<file path="src/rtl/inst_fetch_queue_pkg.sv">
// inst_fetch_queue_pkg: shared types and constants for the instruction fetch front-end
package inst_fetch_queue_pkg;
  localparam int XLEN = 32;
  localparam int INST_BYTES = 4;
  localparam logic [XLEN-1:0] PC_INC = XLEN'(INST_BYTES);
  typedef enum logic {FETCH, FLUSH} state_e;
  typedef struct packed {
    logic [XLEN-1:0] pc;
    logic [XLEN-1:0] inst;
  } entry_t;
endpackage

</file>
<file path="src/rtl/inst_fetch_queue_if.sv">
// inst_fetch_queue_if: instruction memory request/response channel
interface inst_fetch_queue_if;
  import inst_fetch_queue_pkg::*;
  logic            req_valid;
  logic [XLEN-1:0] req_addr;
  logic            req_ready;
  logic            resp_valid;
  logic [XLEN-1:0] resp_data;
  modport master(output req_valid, req_addr, input req_ready, resp_valid, resp_data);
  modport slave(input req_valid, req_addr, output req_ready, resp_valid, resp_data);
endinterface

</file>
<file path="src/rtl/inst_fetch_queue_fetch_fifo.sv">
// inst_fetch_queue_fetch_fifo: synchronous FIFO of fetched {pc,inst} entries
module inst_fetch_queue_fetch_fifo import inst_fetch_queue_pkg::*; #(
  parameter int DEPTH = 4,
  localparam int AW = $clog2(DEPTH)
) (
  input  logic    clk,
  input  logic    reset,
  input  logic    push,
  input  logic    pop,
  input  logic    clear,
  input  entry_t  wr_data,
  output entry_t  rd_data,
  output logic [AW:0] count
);
  entry_t mem_q [DEPTH];
  entry_t mem_d [DEPTH];
  logic [AW-1:0] wr_ptr_q, wr_ptr_d, rd_ptr_q, rd_ptr_d;
  logic [AW:0] count_q, count_d;
  always_comb begin
    mem_d = mem_q;
    if (push && !clear) mem_d[wr_ptr_q] = wr_data;
    wr_ptr_d = clear ? '0 : wr_ptr_q + AW'(push);
    rd_ptr_d = clear ? '0 : rd_ptr_q + AW'(pop);
    count_d = clear ? '0 : count_q + (AW+1)'(push) - (AW+1)'(pop);
  end
  always_ff @(posedge clk) begin
    mem_q <= mem_d;
    if (reset) begin
      wr_ptr_q <= '0;
      rd_ptr_q <= '0;
      count_q <= '0;
    end else begin
      wr_ptr_q <= wr_ptr_d;
      rd_ptr_q <= rd_ptr_d;
      count_q <= count_d;
    end
  end
  assign rd_data = mem_q[rd_ptr_q];
  assign count = count_q;
  // fetch credits must make overflow impossible
  push_full_a: assert property (@(posedge clk) disable iff (reset)
    !(push && !clear && count_q == (AW+1)'(DEPTH)));
endmodule

</file>
<file path="src/rtl/inst_fetch_queue.sv">
// inst_fetch_queue: sequential fetcher with in-order instruction buffer and redirect flush
module inst_fetch_queue import inst_fetch_queue_pkg::*; #(
  parameter int DEPTH = 4,
  parameter logic [XLEN-1:0] RESET_PC = '0,
  localparam int CW = $clog2(DEPTH) + 1
) (
  input  logic            clk,
  input  logic            reset,
  input  logic            redirect,
  input  logic [XLEN-1:0] redirect_pc,
  input  logic            stall,
  inst_fetch_queue_if.master imem,
  output logic            inst_valid,
  output logic [XLEN-1:0] inst_pc,
  output logic [XLEN-1:0] inst
);
  state_e state_q, state_d;
  logic [XLEN-1:0] fetch_pc_q, fetch_pc_d, resp_pc_q, resp_pc_d;
  logic [CW-1:0] inflight_q, inflight_d, drop_cnt_q, drop_cnt_d, count;
  logic hs, push, pop;
  entry_t head, wr_entry;
  assign wr_entry = {resp_pc_q, imem.resp_data};
  inst_fetch_queue_fetch_fifo #(.DEPTH(DEPTH)) u_fifo (
    .clk(clk), .reset(reset), .push(push), .pop(pop), .clear(redirect),
    .wr_data(wr_entry), .rd_data(head), .count(count)
  );
  // buffered plus outstanding fetches never exceed the queue size
  assign imem.req_valid = !reset && !redirect && state_q == FETCH &&
                          ({1'b0, count} + {1'b0, inflight_q} < (CW+1)'(DEPTH));
  assign imem.req_addr = fetch_pc_q;
  assign hs = imem.req_valid && imem.req_ready;
  assign inst_valid = count != '0;
  assign pop = inst_valid && !stall && !redirect;
  assign push = imem.resp_valid && !redirect && drop_cnt_q == '0;
  assign inst_pc = inst_valid ? head.pc : '0;
  assign inst = inst_valid ? head.inst : '0;
  always_comb begin
    fetch_pc_d = redirect ? redirect_pc : hs ? fetch_pc_q + PC_INC : fetch_pc_q;
    resp_pc_d = redirect ? redirect_pc : push ? resp_pc_q + PC_INC : resp_pc_q;
    inflight_d = inflight_q + CW'(hs) - CW'(imem.resp_valid);
    drop_cnt_d = redirect ? inflight_q - CW'(imem.resp_valid)
                          : drop_cnt_q - CW'(imem.resp_valid && drop_cnt_q != '0);
    state_d = drop_cnt_d != '0 ? FLUSH : FETCH;
  end
  always_ff @(posedge clk) begin
    if (reset) begin
      state_q <= FETCH;
      fetch_pc_q <= RESET_PC;
      resp_pc_q <= RESET_PC;
      inflight_q <= '0;
      drop_cnt_q <= '0;
    end else begin
      state_q <= state_d;
      fetch_pc_q <= fetch_pc_d;
      resp_pc_q <= resp_pc_d;
      inflight_q <= inflight_d;
      drop_cnt_q <= drop_cnt_d;
    end
  end
endmodule

</file>
<file path="src/flat_wrapper.sv">
// flat-port wrapper written by rule: the top's interface ports become plain ports
module inst_fetch_queue_flat import inst_fetch_queue_pkg::*;
#(
  parameter int DEPTH = 4,
  parameter logic [XLEN-1:0] RESET_PC = '0,
  localparam int CW = $clog2(DEPTH) + 1
)
  (clk, reset, redirect, redirect_pc, stall, inst_valid, inst_pc, inst, imem_req_valid, imem_req_addr, imem_req_ready, imem_resp_valid, imem_resp_data);
  inst_fetch_queue_if imem_i ();
  input  logic clk;
  input  logic reset;
  input  logic redirect;
  input  logic [XLEN-1:0] redirect_pc;
  input  logic stall;
  output logic inst_valid;
  output logic [XLEN-1:0] inst_pc;
  output logic [XLEN-1:0] inst;
  output wire logic [$bits(imem_i.req_valid)-1:0] imem_req_valid;
  output wire logic [$bits(imem_i.req_addr)-1:0] imem_req_addr;
  input wire logic [$bits(imem_i.req_ready)-1:0] imem_req_ready;
  input wire logic [$bits(imem_i.resp_valid)-1:0] imem_resp_valid;
  input wire logic [$bits(imem_i.resp_data)-1:0] imem_resp_data;
  assign imem_req_valid = imem_i.req_valid;
  assign imem_req_addr = imem_i.req_addr;
  assign imem_i.req_ready = imem_req_ready;
  assign imem_i.resp_valid = imem_resp_valid;
  assign imem_i.resp_data = imem_resp_data;
  inst_fetch_queue #(.DEPTH(DEPTH), .RESET_PC(RESET_PC)) u_core (.clk(clk), .reset(reset), .redirect(redirect), .redirect_pc(redirect_pc), .stall(stall), .imem(imem_i), .inst_valid(inst_valid), .inst_pc(inst_pc), .inst(inst));
endmodule
</file>
<file path="config.mk">
export PLATFORM = sky130hd
export DESIGN_NAME = inst_fetch_queue_flat
export DESIGN_NICKNAME = d
export VERILOG_FILES = /design/src/rtl/inst_fetch_queue_pkg.sv /design/src/rtl/inst_fetch_queue_if.sv /design/src/rtl/inst_fetch_queue_fetch_fifo.sv /design/src/rtl/inst_fetch_queue.sv /design/src/flat_wrapper.sv
export SDC_FILE = /design/constraint.sdc
export NUM_CORES = 1
export LEC_CHECK = 0
export CORE_MARGIN = 2
export CORE_UTILIZATION = 45
export CTS_BUF_LIST = sky130_fd_sc_hd__clkbuf_16
export DETAILED_ROUTE_END_ITERATION = 16
export HOLD_SLACK_MARGIN = 0.15
export PLACE_DENSITY_LB_ADDON = 0.25
export SYNTH_ARGS = -nofsm -noshare
export SYNTH_HDL_FRONTEND = slang
export SYNTH_HIERARCHICAL = 1
export SYNTH_SLANG_ARGS = --single-unit
</file>
<file path="constraint.sdc">
create_clock -name clk -period 9.7 [get_ports clk]
set_input_delay 0.97 -clock clk [delete_from_list [all_inputs] [get_ports clk]]
set_output_delay 0.97 -clock clk [all_outputs]
set_load 0.02 [all_outputs]
</file>
==> impl_summary.md <==
Final layout
The number of inserted diodes is 0. The share of cells above drive strength 1 is 0.128. The fill cell instance count of the final layout is 2497. The total non-filler cell area in the finished layout is 17100 µm².

At the end of the flow, the number of nets in the layout was 1181. Once layout is complete, the utilization of the core stands at 0.558. Compared with the post-synthesis result, the final layout area differs by 21.7%.

GRT
For this run, the total global-route usage over all layers was measured as 0.184. The initial antenna violation count is 0. The total overflow left after global routing is 0. The number of global-route vias before repair came to 8411. The largest net degree at the start of global routing is 70. The first global-routing pass estimated 47600 µm of wire.

Pwr
The switching part of the total is 0.224. The cell-internal power is 2440 µW. Of the total power, registers draw 0.516.

Summed over all nets, the switching power comes to 706 µW. The power density over cell area is 184 nW/µm². VDD sags by at most 109 µV.

The analysis attributes to cell leakage a power of 0.00558 µW. Of the total power, the clock network draws 0.409. The fraction of power consumed by combinational cells is 0.075.

Synthesis
The total of warnings raised by yosys is 6. The total standard cell area after synthesis is 14100 µm². In the synthesized netlist the dominant register cell turns out to be sky130_fd_sc_hd__edfxtp_1. The synthesized design contains 334 register bits. The sequential share of the synthesized area is 0.658. The synthesized area divided by synthesized cell count is 15.1 µm². The count of cell types in the netlist is 58.

The post-synth net total is 1019. The share of synthesized flip-flops with an asynchronous set or reset is 0. The count of flip-flops with a built-in enable after synthesis is 256. The post-synthesis cell count is 933.

Critical path
The critical path goes through buf_4, mux4_2, and2_1, clkdlybuf4s50_1. The type of the worst setup path is register to output pin. The launching element type of the critical path is a register. The count of cells along the worst register-to-register path is 12. The largest single stage delay on the critical path is 0.73 ns. The critical-path cell with the highest stage delay is sky130_fd_sc_hd__dfxtp_4. The data arrival time of the critical path is 3.31 ns.

Together, buffers and inverters on the worst path number 2. The critical path crosses 4 cells after its start point. The required time reported for the critical path endpoint is 8.73 ns.

Along the worst path, the maximum fanout reaches 37. The kind of cell with the highest combined delay on the critical path is buffers and inverters. The critical path capture point type is an output pin.

Place
The weighted congestion at the end of routability-driven global placement is 0.855. Once placement finished, the instance area stood at 16000 µm². Once detailed placement completed, the half-perimeter wirelength came to 18100 µm.

The number of buffer cells added on primary ports is 167.

Clock network
Clock tree synthesis selected as its root buffer the cell sky130_fd_sc_hd__clkbuf_16. The total number of clock tree sinks is 334. The number of setup buffers added after CTS is 0.

The clock passes through at most 3 buffers. The later pin in the worst-skew pair is clocked with a latency of 0.52 ns. Buffers inserted during clock tree synthesis total 36. The TritonCTS clock tree is built. Clock-pin slew was measured on the worst setup and hold paths at 0.06 ns.

The hold buffer count at CTS is 0. The post-cts gate resize count is 0. The H-tree generated during clock tree synthesis spans 2 levels.

STA
Adding up every negative setup slack in the final design gives 0 ns. The worst relative slew slack is 0.309. Across the routed clock network, the largest skew measured is 0.0164 ns. The fraction of the cycle the final worst path needs is 0.441. The number of slew-limit violations in the final report was 0. The final critical-path required period is 4.28 ns.

The number of failing setup endpoints in the final timing report is 0. The hold violation total from the final report came to 0. Setup repair after global routing left no endpoint under its margin. At the pin with the least slew margin, the transition time is 1.04 ns. Based on the critical path, the design can be clocked at up to 234 MHz.

Drt
For this block, the routed nets add up to 30300 µm of wire. The detailed router placed 8454 vias in this run. The via density per instance is 5.57.

The pre-antenna-repair detailed-routing pass consisted of 4 iterations. In the final routed layout, each cell accounts on average for 19.9 µm. The remaining routing DRC violations is 0.

In this run the remaining antenna-violating nets after routing total 0. The number of design-rule violations left by the first detailed-router iteration is 570.

Floorplan
The placement row count is 64. The floorplan step defined a die boundary enclosing 32700 µm². The initial cell density of the core is 0.459.

The chip width is 181 µm. During I/O placement, the number of pins put on the boundary was 168. The total area inside the core boundary comes to 30700 µm².

The die is 181 µm tall.

Status
The flow ran to the end, and the final reports show no timing, DRC or antenna violations.

Min path
The path class of the tightest hold or removal check is register to register. The worst hold path cell count is 2.

Run
The tool flagged a number of max-cap violations equal to 0.
## cells by family after synthesis
| family | Yosys count | share of synthesized area |
|---|---|---|
| flip-flops | 334 | 0.658 |
| AO/OA/AOI/OAI | 110 | 0.0504 |
| XOR/XNOR | 41 | 0.0266 |
| buffers and inverters | 83 | 0.0309 |
| adder cells (fa/ha/maj) | 16 | 0.0153 |
| multiplexers | 67 | 0.106 |
| AND/OR/NAND/NOR | 282 | 0.113 |
## flip-flops by register name (all words and copies together) (netlist names)
signal and count:
u_core/u_fifo/rd_ptr_q 2, u_core/resp_pc_q 32, u_core/u_fifo/wr_ptr_q 2, u_core/imem.req_addr 32
u_core/inflight_q 3, u_core/u_fifo/count 3, u_core/state_q 1, u_core/u_fifo/mem_q 256
u_core/drop_cnt_q 3
## power by group through the flow
stage / sequential [µW] / clock, µW / combinational (µW)
2_1_floorplan: 1650 / 0 / 123
3_3_place_gp: 1650 / 0 / 232
3_5_place_dp: 1650 / 0 / 236
4_1_cts: 1620 / 1320 / 238
5_1_grt: 1630 / 1380 / 257
6_report: 1620 / 1290 / 236
## worst min-delay path, stage by stage (launching register included)
cell and delay (ns):
sky130_fd_sc_hd__dfxtp_1 0.31, sky130_fd_sc_hd__nand2_1 0.05, sky130_fd_sc_hd__a21oi_1 0.05
## layout make-up
type,instances,area [µm²],share of cell area
inverters,30,113,0.00658
clock buffers,37,926,0.0541
well taps,396,495,0.0289
flip-flops and latches,334,9260,0.541
clock inverters,28,190,0.0111
repair buffers,177,1740,0.101
multi-input cells,516,4400,0.257
## cell usage after synthesis, drive strengths merged, types with 8 or more instances
| master | number | area (µm²) |
|---|---|---|
| nor3 | 26 | 155 |
| a21boi | 11 | 82.6 |
| clkbuf | 28 | 105 |
| nand3 | 22 | 110 |
| xnor2 | 33 | 289 |
| buf | 25 | 216 |
| a31oi | 14 | 87.6 |
| a21oi | 32 | 160 |
| o21ai | 14 | 70.1 |
| a211oi | 17 | 128 |
| nor2 | 46 | 173 |
| nor4 | 10 | 92.6 |
| nand4 | 15 | 93.8 |
| dfxtp | 78 | 1560 |
| and2 | 73 | 457 |
| nand2 | 43 | 161 |
| and4 | 10 | 87.6 |
| edfxtp | 256 | 7690 |
| or3 | 8 | 50.1 |
| and3 | 10 | 62.6 |
| mux4 | 64 | 1460 |
| inv | 30 | 113 |
| ha | 14 | 175 |
## final timing paths
| kind | startpoint | slack [ns] | to |
|---|---|---|---|
| max | u_core/u_fifo/rd_ptr_q[0] | 5.42 | inst_pc[17] |
| min reg2reg | u_core/imem.req_addr[1] | 0.46 | u_core/imem.req_addr[1] |
| max reg2reg | u_core/inflight_q[2] | 6.08 | u_core/inflight_q[2] |
| min | u_core/imem.req_addr[1] | 0.46 | u_core/imem.req_addr[1] |
## cells in the final DEF, fill, tap and decap left out, types with 8 or more instances in the layout
master	instances
sky130_fd_sc_hd__a31oi_1	14
sky130_fd_sc_hd__clkdlybuf4s50_1	165
sky130_fd_sc_hd__nor3_1	21
sky130_fd_sc_hd__a21boi_0	11
sky130_fd_sc_hd__nor2_1	46
sky130_fd_sc_hd__ha_1	14
sky130_fd_sc_hd__clkbuf_16	37
sky130_fd_sc_hd__clkinv_2	8
sky130_fd_sc_hd__a211oi_1	17
sky130_fd_sc_hd__a21oi_1	32
sky130_fd_sc_hd__and3_1	10
sky130_fd_sc_hd__and4_1	10
sky130_fd_sc_hd__inv_1	35
sky130_fd_sc_hd__xnor2_1	33
sky130_fd_sc_hd__dfxtp_1	76
sky130_fd_sc_hd__nand3_1	22
sky130_fd_sc_hd__edfxtp_1	256
sky130_fd_sc_hd__mux4_2	60
sky130_fd_sc_hd__o21ai_0	14
sky130_fd_sc_hd__nand2_1	43
sky130_fd_sc_hd__nand4_1	15
sky130_fd_sc_hd__buf_4	10
sky130_fd_sc_hd__and2_1	72
## metal layers
layer  vias up  track usage  wire, µm
li1       3896            -         -
met1      4168        0.277     14200
met2       339        0.274     13300
met3        51       0.0355      2210
met4         0       0.0494       622
met5         -            0         0
## per-stage QoR
step	worst slack (ns)	total power, µW	hold slack [ns]	cells
5_1_grt	5.15	3260	0.488	1518
2_1_floorplan	0.575	1770	0.460	933
3_3_place_gp	5.20	1880	0.455	1453
3_5_place_dp	5.12	1890	0.451	1453
6_report	5.42	3150	0.459	1518
4_1_cts	5.30	3180	0.463	1518
(Power assumes the default switching activity.)
